[src/rtl/mem_stage_pkg.sv]
// mem_stage_pkg: constants and types shared by the MEM stage and its bus FSM.
// The build option MEM_MISALIGN_TRAP_EN (see mem_stage.sv) needs nothing extra here.
package mem_stage_pkg;

    // NOPE ALU opcode; the EX stage uses the same value.
    localparam logic [3:0] ALU_OP_NOPE  = 4'd9;

    // Longest wait for dmem_ready before the access is abandoned.
    localparam logic [7:0] TIMEOUT      = 8'd16;
    localparam logic [7:0] TIMEOUT_LAST = TIMEOUT - 8'd1;

    typedef enum logic {
        IDLE = 1'b0,
        WAIT = 1'b1
    } bus_state_t;

    typedef struct packed {
        logic        valid;
        logic [31:0] alu_result;
        logic        zero;
        logic [4:0]  rd;
        logic        branch;
        logic        memread;
        logic        memtoreg;
        logic        memwrite;
        logic        regwrite;
        logic        uncond_jmp;
        logic [31:0] rs2_data;
        logic [31:0] pc;
    } ex_mem_t;

    // A bubble carries no valid bit and no control bits.
    localparam ex_mem_t EX_MEM_BUBBLE = '0;

endpackage

[src/rtl/mem_bus_fsm.sv]
// mem_bus_fsm: data-memory request/ready handshake with a bounded wait.
// The timeout completion abandons the access and latches a sticky bus error.
module mem_bus_fsm
    import mem_stage_pkg::*;
(
    input  logic clk,
    input  logic rst_n,
    input  logic i_access,
    input  logic i_ready,
    output logic o_req,
    output logic o_stall,
    output logic o_timeout,
    output logic o_bus_error
);

    bus_state_t r_state;
    bus_state_t w_state_next;
    logic [7:0] r_cnt;
    logic [7:0] w_cnt_next;
    logic       w_timeout;
    logic       r_bus_error;

    // State and wait counter register.
    always_ff @(posedge clk or negedge rst_n) begin
        if (!rst_n) begin
            r_state <= IDLE;
            r_cnt   <= 8'd0;
        end else begin
            r_state <= w_state_next;
            r_cnt   <= w_cnt_next;
        end
    end

    // Next state: zero-wait completes in IDLE, otherwise count in WAIT until ready or timeout.
    always_comb begin
        w_state_next = r_state;
        w_cnt_next   = r_cnt;
        w_timeout    = 1'b0;
        case (r_state)
            IDLE: begin
                if (i_access && !i_ready) begin
                    w_state_next = WAIT;
                    w_cnt_next   = 8'd0;
                end
            end
            WAIT: begin
                if (i_ready) begin
                    w_state_next = IDLE;
                    w_cnt_next   = 8'd0;
                end else if (r_cnt == TIMEOUT_LAST) begin
                    w_timeout    = i_access;
                    w_state_next = IDLE;
                    w_cnt_next   = 8'd0;
                end else begin
                    w_cnt_next   = r_cnt + 8'd1;
                end
            end
            default: w_state_next = IDLE;
        endcase
    end

    // Sticky bus error, cleared only by reset.
    always_ff @(posedge clk or negedge rst_n) begin
        if (!rst_n) begin
            r_bus_error <= 1'b0;
        end else if (w_timeout) begin
            r_bus_error <= 1'b1;
        end
    end

    assign o_req       = i_access;
    assign o_stall     = i_access & ~i_ready & ~w_timeout;
    assign o_timeout   = w_timeout;
    assign o_bus_error = r_bus_error;

endmodule

[src/rtl/mem_stage.sv]
// mem_stage: EX/MEM register, data-memory access, branch resolution, MEM/WB register.
// Build option MEM_MISALIGN_TRAP_EN: misaligned accesses are not issued and pulse MEM_misaligned.
module mem_stage
    import mem_stage_pkg::*;
(
    input  logic        clk,
    input  logic        rst_n,
    input  logic [31:0] EX_ALU_result,
    input  logic        EX_zero,
    input  logic [4:0]  EX_rd,
    input  logic        EX_branch,
    input  logic        EX_memread,
    input  logic        EX_memtoreg,
    input  logic        EX_memwrite,
    input  logic        EX_regwrite,
    input  logic        EX_unconditional_jmp,
    input  logic [31:0] EX_rs2_data,
    input  logic [31:0] EX_pc,
    input  logic        EX_stall,
    output logic [31:0] EX_MEM_ALU_result,
    output logic [4:0]  EX_MEM_rd,
    output logic        EX_MEM_regwrite,
    output logic        EX_MEM_memread,
    output logic        EX_MEM_memtoreg,
    output logic [4:0]  MEM_WB_rd,
    output logic        MEM_WB_regwrite,
    output logic [31:0] MEM_WB_result,
    output logic        MEM_stall,
    output logic        MEM_flush,
    output logic [31:0] MEM_redirect_pc,
    output logic        dmem_req,
    output logic        dmem_we,
    output logic [31:0] dmem_addr,
    output logic [31:0] dmem_wdata,
    input  logic        dmem_ready,
    input  logic [31:0] dmem_rdata,
`ifdef MEM_MISALIGN_TRAP_EN
    output logic        MEM_misaligned,
`endif
    output logic        MEM_bus_error
);

    ex_mem_t     r_ex_mem;
    ex_mem_t     w_ex_capture;
    logic [4:0]  r_wb_rd;
    logic        r_wb_regwrite;
    logic [31:0] r_wb_result;
    logic        w_memop;
    logic        w_misaligned;
    logic        w_access;
    logic        w_stall;
    logic        w_timeout;
    logic        w_flush;
    logic        w_wb_regwrite;
    logic [31:0] w_load_data;

    assign w_ex_capture = '{
        valid:      1'b1,
        alu_result: EX_ALU_result,
        zero:       EX_zero,
        rd:         EX_rd,
        branch:     EX_branch,
        memread:    EX_memread,
        memtoreg:   EX_memtoreg,
        memwrite:   EX_memwrite,
        regwrite:   EX_regwrite,
        uncond_jmp: EX_unconditional_jmp,
        rs2_data:   EX_rs2_data,
        pc:         EX_pc
    };

    assign w_memop = r_ex_mem.valid & (r_ex_mem.memread | r_ex_mem.memwrite);

`ifdef MEM_MISALIGN_TRAP_EN
    assign w_misaligned   = w_memop & (r_ex_mem.alu_result[1:0] != 2'b00);
    assign MEM_misaligned = w_misaligned;
`else
    assign w_misaligned   = 1'b0;
`endif

    assign w_access = w_memop & ~w_misaligned;

    mem_bus_fsm u_bus (
        .clk         (clk),
        .rst_n       (rst_n),
        .i_access    (w_access),
        .i_ready     (dmem_ready),
        .o_req       (dmem_req),
        .o_stall     (w_stall),
        .o_timeout   (w_timeout),
        .o_bus_error (MEM_bus_error)
    );

    // A stall blocks the flush; the branch stays in EX/MEM and flushes once the stall clears.
    assign w_flush = r_ex_mem.valid & ~w_stall &
                     (r_ex_mem.uncond_jmp | (r_ex_mem.branch & r_ex_mem.zero));

    // EX/MEM register: hold on stall, bubble on EX stall or flush, else capture.
    always_ff @(posedge clk or negedge rst_n) begin
        if (!rst_n) begin
            r_ex_mem <= EX_MEM_BUBBLE;
        end else if (!w_stall) begin
            if (EX_stall || w_flush) begin
                r_ex_mem <= EX_MEM_BUBBLE;
            end else begin
                r_ex_mem <= w_ex_capture;
            end
        end
    end

    // Stores, misaligned traps and writes to x0 never reach the register file.
    assign w_wb_regwrite = r_ex_mem.valid & r_ex_mem.regwrite & ~r_ex_mem.memwrite &
                           ~w_misaligned & (r_ex_mem.rd != 5'd0);
    assign w_load_data   = w_timeout ? 32'd0 : dmem_rdata;

    // MEM/WB register: advance when not stalled, otherwise emit a non-writing bubble.
    always_ff @(posedge clk or negedge rst_n) begin
        if (!rst_n) begin
            r_wb_rd       <= 5'd0;
            r_wb_regwrite <= 1'b0;
            r_wb_result   <= 32'd0;
        end else if (w_stall) begin
            r_wb_regwrite <= 1'b0;
        end else begin
            r_wb_rd       <= r_ex_mem.rd;
            r_wb_regwrite <= w_wb_regwrite;
            r_wb_result   <= r_ex_mem.memtoreg ? w_load_data : r_ex_mem.alu_result;
        end
    end

    assign EX_MEM_ALU_result = r_ex_mem.alu_result;
    assign EX_MEM_rd         = r_ex_mem.rd;
    assign EX_MEM_regwrite   = r_ex_mem.regwrite;
    assign EX_MEM_memread    = r_ex_mem.memread;
    assign EX_MEM_memtoreg   = r_ex_mem.memtoreg;
    assign MEM_WB_rd         = r_wb_rd;
    assign MEM_WB_regwrite   = r_wb_regwrite;
    assign MEM_WB_result     = r_wb_result;
    assign MEM_stall         = w_stall;
    assign MEM_flush         = w_flush;
    assign MEM_redirect_pc   = r_ex_mem.pc;
    assign dmem_we           = w_access & r_ex_mem.memwrite;
    assign dmem_addr         = r_ex_mem.alu_result;
    assign dmem_wdata        = r_ex_mem.rs2_data;

endmodule

[config.mk]
export PLATFORM = sky130hd
export DESIGN_NAME = mem_stage
export DESIGN_NICKNAME = d
export VERILOG_FILES = /design/src/rtl/mem_stage_pkg.sv /design/src/rtl/mem_bus_fsm.sv /design/src/rtl/mem_stage.sv
export SDC_FILE = /design/constraint.sdc
export NUM_CORES = 1
export LEC_CHECK = 0
export BUFFER_PORTS_ARGS = -buffer_cell sky130_fd_sc_hd__buf_2
export CELL_PAD_IN_SITES_DETAIL_PLACEMENT = 2
export CELL_PAD_IN_SITES_GLOBAL_PLACEMENT = 2
export CORE_MARGIN = 5
export CORE_UTILIZATION = 31
export CTS_BUF_LIST = sky130_fd_sc_hd__clkbuf_4 sky130_fd_sc_hd__clkbuf_8
export DETAILED_ROUTE_END_ITERATION = 12
export PLACE_DENSITY_LB_ADDON = 0.1
export SLEW_MARGIN = 20
export SYNTH_ARGS = -nofsm -noshare
export SYNTH_HDL_FRONTEND = slang
export SYNTH_SLANG_ARGS = --single-unit
export TNS_END_PERCENT = 100
[constraint.sdc]
create_clock -name clk -period 4.5 [get_ports clk]
set_input_delay 0.225 -clock clk [delete_from_list [all_inputs] [get_ports clk]]
set_output_delay 0.225 -clock clk [all_outputs]
set_load 0.005 [all_outputs]
# Yosys cells after proc, flatten, opt, wreduce, memory -nomap -nowiden
# Index checks and enable logic that the tools add are counted.
[totals] out_inout_bits=179 word_cells=57 input_bits=144 regBits=157
[op_classes] n_mux=15 n_addsub=1 reduce_logical=4 bitwise=17 eq_ne=2
[op_table] operator="109-bit 2-to-1 mux" n=1
[op_table] operator="32-bit 2-to-1 mux" n=2
[op_table] operator="8-bit 2-to-1 mux" n=3
[op_table] operator="8-bit case mux with 2 select lines" n=1
[op_table] operator="1-bit bitwise AND" n=10
[op_table] operator="8-bit by 1-bit adder with 8-bit output (second input constant)" n=1
[op_table] operator="8-bit by 4-bit equality test with 1-bit output (second input constant)" n=1
[op_table] operator="1-bit 2-to-1 mux" n=7
[op_table] operator="1-bit inverter" n=5
[op_table] operator="5-bit nonzero test" n=1
[op_table] operator="2-bit by 1-bit != test with 1-bit output (second input constant)" n=1
[op_table] operator="1-bit bitwise OR" n=2
[op_table] operator="1-bit case mux with 2 select lines" n=1
[op_table] operator="1-bit logical AND" n=1
[op_table] operator="1-bit logical NOT" n=1
[op_table] operator="1-bit logical OR" n=1

# Longest topological paths before layout
# Gate-level depths: netlist of run 1.
[logic_depth] depth_word=12 mapped_depth=9 mapped_depth_nobuf=5

# Cells and area by module
# From an unflattened synthesis of run 1, not the netlist that was laid out.
[unflattened] hier_cells=1016 area_unflattened_um2=10349.9
[by_module_without_submodules] mod="mem_stage" cells_each=960 area_each_um2=9804.4 n_inst=1 seq_area_each_um2=3678.5
[by_module_without_submodules] mod="mem_bus_fsm" cells_each=56 area_each_um2=545.5 n_inst=1 seq_area_each_um2=250.2

# Worst setup path before layout of run 1
# OpenSTA, ideal clock, no wires.
[synth_timing] path_type="reg-to-reg" startpoint="register u_bus.r_cnt[0]" endpoint="register r_wb_rd[0], in the netlist MEM_WB_rd[0]" stages_incl_launch_ff=8 path_slack_ps=2411 arrival_ps=1965 setup_time_ps=125 period_less_slack_ps=2089 required_time_ps=4375 path_cell_list="dfrtp_1 > ha_1 > and3_1 > buf_2 > a311oi_4 > buf_6 > buf_6 > mux2_2"
[synth_between] elab_chain_len=6
[synth_rtl] item="start: declaration" line="mem_bus_fsm.sv:18" text="logic [7:0] r_cnt;"
[synth_rtl] item="start signal: assignment" line="mem_bus_fsm.sv:30" text="r_cnt <= w_cnt_next;"
[synth_rtl] item="8-bit by 4-bit equality test with 1-bit output" line="mem_bus_fsm.sv:50" text="end else if (r_cnt == TIMEOUT_LAST) begin"
[synth_rtl] item="1-bit 2-to-1 mux" line="mem_bus_fsm.sv:50"
[synth_rtl] item="1-bit 2-to-1 mux" line="mem_bus_fsm.sv:47" text="if (i_ready) begin"
[synth_rtl] item="1-bit 2-to-1 mux" line="mem_bus_fsm.sv:39" text="case (r_state)"
[synth_rtl] item="1-bit inverter" line="mem_bus_fsm.sv:72" text="assign o_stall = i_access & ~i_ready & ~w_timeout;"
[synth_rtl] item="1-bit bitwise AND" line="mem_bus_fsm.sv:72"
[synth_rtl] item="end signal: assignment" line="mem_stage.sv:125" text="r_wb_rd <= r_ex_mem.rd;"
[synth_rtl] item="end: declaration" line="mem_stage.sv:45" text="logic [4:0] r_wb_rd;"
# No other way between the ends.
# A chain may end at the register's enable or synchronous reset.

# Final worst setup path of run 1
[layout_timing] startpoint="register u_bus.r_cnt[0]" endpoint="output port MEM_flush"
[layout_between] elab_chain_len=9
[layout_rtl] item="8-bit by 4-bit equality test with 1-bit output" line="mem_bus_fsm.sv:50"
[layout_rtl] item="1-bit 2-to-1 mux" line="mem_bus_fsm.sv:50"
[layout_rtl] item="1-bit 2-to-1 mux" line="mem_bus_fsm.sv:47"
[layout_rtl] item="1-bit 2-to-1 mux" line="mem_bus_fsm.sv:39"
[layout_rtl] item="1-bit inverter" line="mem_bus_fsm.sv:72"
[layout_rtl] item="1-bit bitwise AND" line="mem_bus_fsm.sv:72"
[layout_rtl] item="1-bit inverter" line="mem_stage.sv:95" text="assign w_flush = r_ex_mem.valid & ~w_stall &"
[layout_rtl] item="1-bit bitwise AND (2 in series)" line="mem_stage.sv:95"
[layout_rtl] item="end: declaration" line="mem_stage.sv:29" text="output logic MEM_flush,"
# No other way between the ends.

==> results of run 1 <==
==> cells in the final DEF, fill, tap and decap left out, types with 4 or more instances in the layout <==
| cell | n |
|---|---|
| clkinv_4 | 5 |
| nand2_1 | 257 |
| dlygate4sd3_1 | 106 |
| buf_2 | 321 |
| mux2i_1 | 32 |
| dfrtp_1 | 156 |
| o31ai_1 | 35 |
| clkbuf_8 | 20 |
| o21ai_0 | 50 |
| nor2_1 | 4 |
| buf_4 | 4 |
| mux2_2 | 5 |
| o21ai_1 | 64 |
==> layer usage <==
layer | up-vias | wire length [microns] | GRT usage [%]
met5 | - | 0 | 0
met4 | 0 | 261 | 4.058
met2 | 198 | 12370 | 30.70
met1 | 3069 | 10680 | 22.28
met3 | 19 | 1739 | 5.658
li1 | 3110 | - | -
==> layout make-up <==
type	count	area (sq um)	area share (%)
clock buffers	20	275.3	2.761
clock inverters	12	151.4	1.519
inverters	2	7.507	0.07530
multi-input cells	479	2451	24.59
flip-flops and latches	157	3930	39.42
well taps	324	405.4	4.066
repair buffers	434	2749	27.57
==> synthesized netlist by cell type, drive strengths merged (2+ instances only) <==
library cell / n / area (sq um)
inv: 2 / 7.510
mux2i: 32 / 320.3
o31ai: 35 / 262.8
nand3: 2 / 10.01
dfrtp: 157 / 3929
nor2: 4 / 15.01
clkbuf: 27 / 102.6
a21o: 2 / 15.01
nand2b: 2 / 12.51
nor3: 2 / 10.01
and2: 2 / 12.51
nand2: 257 / 964.7
mux2: 5 / 56.30
a21oi: 4 / 20.02
o21ai: 114 / 570.6
a41oi: 2 / 17.52
buf: 157 / 1199
a31oi: 3 / 18.77
==> sequential cells by signal, indices dropped and copies added (netlist names), 5 cells and up <==
| name | count |
|---|---|
| r_ex_mem | 5 |
| MEM_WB_rd | 5 |
| EX_MEM_ALU_result | 32 |
| dmem_wdata | 32 |
| EX_MEM_rd | 5 |
| u_bus.r_cnt | 8 |
| MEM_WB_result | 32 |
| MEM_redirect_pc | 32 |
==> tightest hold or removal path: stages <==
cell     delay [ns]
buf_2          0.10
nand2_1        0.05
o21ai_0        0.07
==> path summary, 6_finish.rpt <==
| check | endpoint | slack (ns) | cells past startpoint |
|---|---|---|---|
| min | r_ex_mem[66] | 0.04 | 3 |
| max reg2reg | MEM_WB_rd[0] | 1.88 | 5 |
| min in group asynchronous | MEM_WB_result[28] | 0.44 | 2 |
| max | MEM_flush | 1.42 | 6 |
| min reg2reg | MEM_WB_result[3] | 0.47 | 2 |
| max in group asynchronous | dmem_wdata[30] | 3.17 | 3 |
==> power by group through the flow <==
stage	Sequential [mW]	Clock (mW)	Combinational [mW]
after detailed placement	1.71	0	0.593
final	1.67	1.15	0.655
after floorplan	1.67	0	0.415
after global placement	1.70	0	0.583
after global routing	1.70	1.25	0.737
after CTS	1.68	1.20	0.668
==> per-stage QoR <==
step	instance area, sq um	instances	hold WS (ns)	setup WS [ns]	total power, mW
floorplan	7677	822	-0.07059	2.411	2.084
global placement	8482	1290	0.3927	1.920	2.281
detailed placement	8482	1290	0.3973	1.875	2.298
CTS	9960	1427	0.005565	1.415	3.541
global route	9970	1428	0.006775	1.205	3.688
finish	9970	1428	0.03785	1.420	3.475
==> kinds of logic (layout without fill, tap and decap cells) <==
family                     Yosys count  after routing
DFF                                157            157
adders and majority gates            1              1
muxes                               37             37
xor gates and xnor gates             1              1
AOI/OAI and AO/OA                  165            165
buffers and inverters              186            468
and+or+nand+nor                    275            275
==> summary.txt, run 1 <==
Run
  • Max-Cap Viols: 0

STA
  • Final-report hold violation count: 0
  • Max-slew violations: 0
  • Fmax: approximately 0.32 GHz
  • Clock Skew: 0.01532 ns
  • Final period util: about 70%
  • Relative max-transition margin: between 20% and 30%
  • RSZ-0062 raised after global routing: no
  • Setup Total Neg Slack: 0 ns
  • # setup viols final: 0
  • Final Critical Period: 3.080 ns
  • Slew @ Worst Pin: 1.108 ns

Floorplan
  • Cell row count: 57
  • Die height: 167.4 microns
  • Die span in x: 167.4 microns
  • Initial Utilization: about a third
  • Ports: 323
  • Core area: 24320 sq um
  • Die area: about 28000 sq um

Pwr
  • Sw Pwr: 1.049 mW
  • Clock share of power: between 30% and 40%
  • Logic pwr share: 18.8%
  • Switching Fraction: 30.17%
  • PD cells: 348.6 nW/um^2
  • Leak Pwr: 4.972 nW
  • Internal power: 2.427 mW
  • Seq pwr share: 48.2%
  • Max rail drop VDD: 0.0001392 V

Cells and area
  • Final Core Density: 40.99%
  • Share of post-route cells with drive strength above 1: roughly a third
  • Fillers: around 2700
  • Diodes inserted: 0
  • Nets: 1236
  • Layout area overhead: 29.86%

Logic synthesis
  • Sequential share of the synthesized area: 51.17%
  • Xor/xnor cell area share of the yosys netlist: 0.1141%
  • Mapped Area: 7677 sq um
  • Avg Inst Size Synth: 9.340 sq um
  • Ys async rst share: between 90% and 100%
  • Largest family of logic cells by synthesized area: buffers and inverters
  • Synth Instances: approximately 800
  • #FFs+latches synth: 157
  • Netlist cell types: 35
  • Syn Nets: 967
  • Compound-Gate Fraction of Synth Area: roughly an eighth
  • Synth Flop Type: dfrtp_1
  • Mux cell area share after synthesis: 4.905%
  • YS warnings: 0
  • Post-synth EDFFs: 0
  • Adder-cell share of the synthesized area: 0.1630%
  • Post-synthesis simple-gate area fraction: 13.95%

Clock network
  • Max clock buf depth: 2
  • Clock latency at the later pin of the worst-skew pair: roughly 0.46 ns
  • # H-tree levels: 4
  • CTS sink count: 157
  • CTS Buf Count: 17
  • Root Buffer: clkbuf_8
  • Worst-path clk slew: approximately 0.09 ns
  • Hold_buf cts: 105
  • CTS tree: done
  • # Post-CTS Setup Buffers: 0
  • PostCTS Resize Cnt: 0

Worst setup path
  • CP startpoint kind: flop
  • Critical path class: reg -> out
  • Largest fanout on the critical path: 99
  • Crit-path slowest cell: buf_4
  • CP required: roughly 4.3 ns
  • R2r startpoint: u_bus.r_cnt[0]
  • Critical path arrival: between 2 and 3 ns
  • CP bufs+invs: 2
  • Worst Setup End Kind: output port
  • Crit path max-delay family: buffers and inverters
  • Crit. Startpoint: u_bus.r_cnt[0]
  • Crit-path cells: ha_1 > and3_1 > a311oi_4 > buf_4 > nor2_1 > buf_2
  • CP peak stage delay: around 0.76 ns

Detailed routing
  • DRT iter0 DRCs: 230
  • # DRC: 0
  • Total number of vias: 6396
  • Avg WL per Cell: 17.54 microns
  • Final wirelength: 25050 microns
  • DRT Pass-1 Iters: 4
  • Vias per inst: 4.479
  • Post-route ant nets: 0

Placement
  • Dpl hpwl: 16610 microns
  • RePlAce Congestion: 0.7304
  • Number of port buffers: 322

Global routing
  • Grt ovf: 0
  • First-pass GRT wire length: between 40000 and 50000 microns
  • Tot GR Track Use: 17.94%
  • Pin count of the biggest net entering global routing: 191
  • Initial antenna violation count: 0
  • Number of global-route vias before repair: between 7000 and 8000

Hold path
  • Hold Crit Start: EX_memwrite
  • Min-delay worst type: in -> reg

Run status
  • Status: complete, no violations
Note: power is estimated with default switching activity, not from simulation.
==> run 2: changes to the inputs <==
--- a/config.mk
+++ b/config.mk
@@ -5,11 +5,12 @@
 export SDC_FILE = /design/constraint.sdc
 export NUM_CORES = 1
 export LEC_CHECK = 0
+export ABC_AREA = 1
 export BUFFER_PORTS_ARGS = -buffer_cell sky130_fd_sc_hd__buf_2
 export CELL_PAD_IN_SITES_DETAIL_PLACEMENT = 2
 export CELL_PAD_IN_SITES_GLOBAL_PLACEMENT = 2
 export CORE_MARGIN = 5
-export CORE_UTILIZATION = 31
+export CORE_UTILIZATION = 27
 export CTS_BUF_LIST = sky130_fd_sc_hd__clkbuf_4 sky130_fd_sc_hd__clkbuf_8
 export DETAILED_ROUTE_END_ITERATION = 12
 export PLACE_DENSITY_LB_ADDON = 0.1
==> constraint.sdc (replaced) <==
create_clock -name clk -period 3 [get_ports clk]
set_input_delay 0.15 -clock clk [delete_from_list [all_inputs] [get_ports clk]]
set_output_delay 0.15 -clock clk [all_outputs]
set_load 0.005 [all_outputs]
==> run 2 against run 1 <==
Net effect:
- sequential share of layout area fell by 1.8 points
- area after synthesis rose by 3.5%
- non-clock buffer count rose by 10
- global-route usage fell by 0.53 points
- count of clock-buffer cells in the layout fell by 1
- critical endpoint unchanged
- first-iteration DRC count fell by 20%
- critical path depth rose by 2
- clock power rose by 49%
- die area rose by 18%
- total power rose by 55%
- synthesized cell count rose by 24%
- setup slack got worse by 0.75 ns
==> summary.txt, run 2 <==
Run status
  • Status: complete, no violations

STA
  • Final period util: slightly below 80%
  • Setup Total Neg Slack: 0 ns
  • Slew @ Worst Pin: 0.7800 ns
  • Fmax: 0.4287 GHz
  • # setup viols final: 0
  • Max-slew violations: 0
  • Relative max-transition margin: 48.00%
  • RSZ-0062 raised after global routing: no
  • Final Critical Period: 2.333 ns
  • Final-report hold violation count: 0
  • Clock Skew: around 0.016 ns

Global routing
  • Number of global-route vias before repair: 8344
  • First-pass GRT wire length: roughly 46000 microns
  • Grt ovf: 0
  • Tot GR Track Use: 17.41%
  • Pin count of the biggest net entering global routing: a little under 90
  • Initial antenna violation count: 4

Worst setup path
  • Worst Setup End Kind: output port
  • Critical path class: reg -> out
  • Cell count of the worst reg-to-reg path: 9
  • R2r endpoint: dmem_wdata[26]
  • Critical path arrival: 2.18 ns
  • Slack of the worst reg-to-reg path: 0.95 ns
  • CP required: about 2.9 ns
  • CP startpoint kind: flop
  • R2r startpoint: u_bus.r_cnt[1]
  • Largest fanout on the critical path: 32

Cells and area
  • Most frequent cells in the layout: nand2_1, buf_2, dfrtp_1
  • Share of post-route cells with drive strength above 1: 28.40%
  • Commonest non-fill, non-tap cell in the layout: nand2_1
  • Fin cells: roughly 1700
  • Layout area overhead: 31.54%
  • Nets: 1443
  • Fillers: ~3400
  • Final Core Density: 36.22%

Logic synthesis
  • Post-synth EDFFs: 0
  • Cell with the most instances after synthesis: nand2_1
  • Share of the synthesized area in the top cell type: roughly half
  • Avg Inst Size Synth: 7.782 sq um
  • Sequential share of the synthesized area: 49.45%
  • Synth Flop Type: dfrtp_1
  • #FFs+latches synth: roughly 160
  • Syn Nets: 1166
  • Ys async rst share: 100.0%
  • Largest cells by area after synthesis: dfrtp_1, nand2_1, buf_4
  • Netlist cell types: 23
  • Mapped Area: 7945 sq um
  • Synth Instances: 1021
  • Cell taking the most area after synthesis: dfrtp_1
  • YS warnings: 0
  • Synth cell count leaders: nand2_1, dfrtp_1, buf_4, nand3_1, inv_1

Pwr
  • Leak Pwr: just over 6 nW
  • Seq pwr share: 46.7%
  • Switching Fraction: 31.97%
  • Max rail drop VDD: just under 0.0002 V
  • Internal power: 3.671 mW
  • Clock share of power: 31.6%
  • Sw Pwr: approximately 1.7 mW
  • Logic pwr share: 21.6%
  • PD cells: 516.4 nW/um^2
  • Tot Pwr: 5.397 mW

Hold path
  • Worst Hold Path EP: u_bus.r_cnt[1]
  • WHS Path Cells: 4
  • Min-delay worst type: in -> reg
  • Hold Crit Start: dmem_ready

Placement
  • Placed Cells incl. Taps: 1554
  • RePlAce Congestion: 0.7522
  • Dpl hpwl: between 15000 and 20000 microns
  • Number of port buffers: 322

Floorplan
  • Ports: 323
  • Die span in x: 181.5 microns
  • Cell row count: 62
  • Die height: 181.5 microns
  • Core area: 28860 sq um
  • Initial Utilization: 27.53%
  • Die area: 32960 sq um

Clock network
  • CTS Buf Count: 17
  • Root Buffer: clkbuf_8
  • Max clock buf depth: 2
  • Worst-path clk slew: roughly 0.080 ns
  • CTS sink count: 157
  • CTS tree: done
  • # H-tree levels: 4
  • Clock latency at the later pin of the worst-skew pair: 0.45 ns

Run
  • Max-Cap Viols: 0

Detailed routing
  • Post-route ant nets: 0
  • Vias per inst: 4.391
  • DRT iter0 DRCs: 184
  • Total number of vias: about 7400
  • Final wirelength: slightly below 30000 microns
  • Avg WL per Cell: 17.06 microns
  • DRT Pass-1 Iters: 4
  • # DRC: 0
run 2: layer usage:
layer  up-vias  global-route usage (%)  wire length, microns
met5         -                       0                    41
met3        50                   4.122                  1432
met4         6                   6.184                   868
li1       3546                       -                     -
met2       199                   30.77                 14800
met1      3642                   20.63                 11780
run 2: power groups by stage:
| stage | registers, mW | clock network [mW] | logic, mW |
|---|---|---|---|
| floorplan | 2.54 | 0 | 0.706 |
| global placement | 2.56 | 0 | 1.06 |
| detailed placement | 2.57 | 0 | 1.08 |
| CTS | 2.53 | 1.80 | 1.20 |
| global route | 2.56 | 1.88 | 1.32 |
| finish | 2.52 | 1.71 | 1.17 |
run 2: stage by stage:
stage               instance area (sq um)  hold WS (ns)  setup slack (ns)
detailed placement                   8946        0.2120            0.9444
CTS                                 10450       0.01796            0.6060
global placement                     8946        0.2172             1.028
finish                              10450       0.06305            0.6672
floorplan                            7945       -0.1456             1.396
global route                        10450       0.06414            0.4513
run 2: cell families after synthesis:
kind of cell	share of synthesized area (%)
xor+xnor	0.2205
flops	49.45
buf+inv	18.09
fa+ha+maj	0.1575
compound gates	0.7402
simple gates	31.34
run 2: how the worst max path moves through the flow:
| stage | from | endpoint | slack [ns] | cells past startpoint |
|---|---|---|---|---|
| after floorplan | u_bus.r_cnt[1] | r_ex_mem[108] | 1.40 | 8 |
| after global placement | u_bus.r_cnt[0] | dmem_wdata[30] | 1.03 | 9 |
| after detailed placement | u_bus.r_cnt[1] | MEM_WB_result[2] | 0.94 | 8 |
| after CTS | u_bus.r_cnt[1] | MEM_flush | 0.61 | 8 |
| after global routing | u_bus.r_cnt[1] | MEM_flush | 0.45 | 8 |
| final | u_bus.r_cnt[1] | MEM_flush | 0.67 | 8 |
run 2: worst max-delay path, stage by stage, from the launching register on:
cell and delay (ns):
dfrtp_1 0.40, ha_1 0.22, nand3_1 0.14, nor2_2 0.19, nand2_2 0.12, nand2_8 0.14, inv_4 0.17, nor2_1 0.20
buf_2 0.14
run 2: cell type report:
class	count	area [sq um]	area share, %
Sequential cell	157	3929	37.59
Inverter	45	171.4	1.640
Tap cell	384	480.5	4.597
Timing Repair Buffer	444	2856	27.33
Multi-Input combinational cell	633	2600	24.88
Clock buffer	19	261.5	2.502
Clock inverter	12	150.1	1.437
Antenna cell	1	2.502	0.02394
run 2: repair_timing:
item	4_1_cts	5_1_grt
hold buffers	109	0
gates resized for setup	0	0
setup endpoints to repair	0	0
endpoints found under the hold margin	168	0
buffers inserted	0	0
==> run 3: changes to the inputs <==
--- a/config.mk
+++ b/config.mk
@@ -10,7 +10,7 @@
 export CELL_PAD_IN_SITES_DETAIL_PLACEMENT = 2
 export CELL_PAD_IN_SITES_GLOBAL_PLACEMENT = 2
 export CORE_MARGIN = 5
-export CORE_UTILIZATION = 27
+export CORE_UTILIZATION = 24
 export CTS_BUF_LIST = sky130_fd_sc_hd__clkbuf_4 sky130_fd_sc_hd__clkbuf_8
 export DETAILED_ROUTE_END_ITERATION = 12
 export PLACE_DENSITY_LB_ADDON = 0.1
==> constraint.sdc (replaced) <==
create_clock -name clk -period 2 [get_ports clk]
set_input_delay 0.1 -clock clk [delete_from_list [all_inputs] [get_ports clk]]
set_output_delay 0.1 -clock clk [all_outputs]
set_load 0.005 [all_outputs]
==> run 3 against run 2 <==
Net effect:
- largest cell class unchanged
- via count increased by 2.7%
- design area increased by 9.4%
- cell count increased by 7.4%
- clock skew decreased by 0.0060 ns
- hold slack got worse by 0.012 ns
- setup slack got worse by 0.54 ns
==> summary.txt, run 3 (same netlist as run 2, synthesis figures left out) <==
STA
  • Relative max-transition margin: between 50 and 60%
  • # setup viols final: 0
  • Max-slew violations: 0
  • Setup Total Neg Slack: 0 ns
  • Final-report hold violation count: 0
  • Final Critical Period: 1.874 ns
  • Final period util: 93.71%
  • Clock Skew: 0.01044 ns
  • Final Worst Setup Slack: around 0.13 ns
  • Fmax: 0.5335 GHz
  • Slew @ Worst Pin: 0.6268 ns

Clock network
  • Worst-path clk slew: 0.09 ns
  • Root Buffer: clkbuf_8
  • CTS tree: done
  • CTS sink count: 157
  • # H-tree levels: 4
  • Clock latency at the later pin of the worst-skew pair: 0.46 ns
  • Max clock buf depth: 2
  • CTS Buf Count: 17

Cells and area
  • Most frequent cells in the layout: nand2_1, buf_2, dfrtp_1
  • Final Core Density: a little over a third
  • Diodes inserted: 0
  • Commonest non-fill, non-tap cell in the layout: nand2_1
  • Layout area overhead: 43.84%
  • Fin cells: around 1800
  • Share of post-route cells with drive strength above 1: a little under a third
  • Nets: 1510

Worst setup path
  • Slack of the worst reg-to-reg path: 0.16 ns
  • CP required: 1.90 ns
  • R2r startpoint: u_bus.r_cnt[1]
  • Critical path class: reg -> out
  • Largest fanout on the critical path: 5
  • Worst Setup End Kind: output port
  • R2r endpoint: MEM_redirect_pc[30]
  • Cell count of the worst reg-to-reg path: 10
  • CP startpoint kind: flop
  • Critical path arrival: 1.77 ns

Pwr
  • Max rail drop VDD: 0.0003483 V
  • Tot Pwr: between 8 and 9 mW
  • Leak Pwr: ~6.7 nW
  • PD cells: between 700 and 800 nW/um^2

Run
  • Max-Cap Viols: 0

Detailed routing
  • Final wirelength: 31310 microns
  • # DRC: 0
  • Vias per inst: 4.202
  • Post-route ant nets: 0
  • DRT Pass-1 Iters: 4
  • DRT iter0 DRCs: between 200 and 250
  • Total number of vias: about 7600
  • Avg WL per Cell: 17.21 microns

Global routing
  • Initial antenna violation count: 2
  • First-pass GRT wire length: 49110 microns
  • Pin count of the biggest net entering global routing: 79
  • Tot GR Track Use: 17.09%
  • Grt ovf: 0
  • Number of global-route vias before repair: 8783

Placement
  • Setup WS pre-CTS: 0.07416 ns
  • Number of port buffers: 322
  • Placed Cells incl. Taps: 1627
  • Dpl hpwl: 20670 microns
  • RePlAce Congestion: 0.7273

Floorplan
  • Die area: 36840 sq um
  • Initial Utilization: 24.36%
  • Ports: 323
  • Cell row count: 66
  • Core area: 32620 sq um
  • Die span in x: 191.9 microns
  • Die height: 191.9 microns

Hold path
  • WHS Path Cells: 7
  • Hold Crit Start: dmem_rdata[15]
  • Min-delay worst type: in -> reg
  • Worst Hold Path EP: MEM_WB_result[15]

Run status
  • Status: complete, no violations
## run 3: changes by cell type in the layout (fill, tap and decap cells not counted), moves of 2 or more
cell           previous run  this run
nor2_4                    0         2
buf_12                    4        11
inv_8                     2         0
clkbuf_4                  0         4
inv_6                     6         0
buf_4                     9        32
clkbuf_8                 19        23
bufinv_16                 2         4
dlygate4sd3_1           109       141
bufbuf_16                 0         4
## run 3: worst max-delay path by stage
stage                    from             endpoint  slack [ns]  cells past startpoint
6_report       u_bus.r_cnt[1]            MEM_flush        0.13                      9
5_1_grt        u_bus.r_cnt[1]            MEM_flush      -0.005                      9
4_1_cts        u_bus.r_cnt[1]            MEM_flush        0.01                      9
3_5_place_dp   u_bus.r_cnt[1]  MEM_redirect_pc[30]        0.07                      9
3_3_place_gp   u_bus.r_cnt[1]  MEM_redirect_pc[17]        0.19                      9
2_1_floorplan  u_bus.r_cnt[1]        r_ex_mem[108]        0.40                      8
## run 3: stage by stage
| stage | cell area, sq um | hold WS [ns] |
|---|---|---|
| 6_report | 11430 | 0.05068 |
| 3_3_place_gp | 9231 | 0.1448 |
| 4_1_cts | 11340 | 0.005066 |
| 5_1_grt | 11430 | 0.07468 |
| 3_5_place_dp | 9231 | 0.1341 |
| 2_1_floorplan | 7945 | -0.1956 |
## run 3: power by group
| group | internal (mW) | switching [mW] |
|---|---|---|
| sequential | 3.53 | 0.245 |
| clock | 1.62 | 1.26 |
| combinational | 0.978 | 1.07 |
## run 3: repair_timing
action	CTS	global route
hold buffers	141	0
endpoints found under the hold margin	188	0
endpoints found under the setup margin	2	26
pin swaps	3	3
resized for setup	11	6
gates cloned	4	0
setup buffers	8	8
## run 3: layer usage
layer | routed length (microns) | vias up | track usage [%]
met3 | 1619 | 25 | 4.453
met5 | 21 | - | 0
met2 | 16090 | 167 | 30.94
met1 | 13140 | 3772 | 20.19
li1 | - | 3679 | -
met4 | 435 | 4 | 4.033
## run 3: cell type report
class                           count  area (sq um)
Fill cell                        3774         21190
Sequential cell                   157          3930
Timing Repair Buffer              511          3647
Multi-Input combinational cell    633          2639
Tap cell                          442         553.0
Clock buffer                       27         346.6
Inverter                           45         187.7
Clock inverter                      5         125.1
## run 3: critical path, stage by stage, from the launching register on
cell	delay (ns)
dfrtp_1	0.37
ha_2	0.21
nand3_4	0.09
nor2_4	0.15
nand2_4	0.08
nand2_8	0.09
inv_12	0.04
buf_12	0.12
nor2_4	0.06
buf_2	0.11
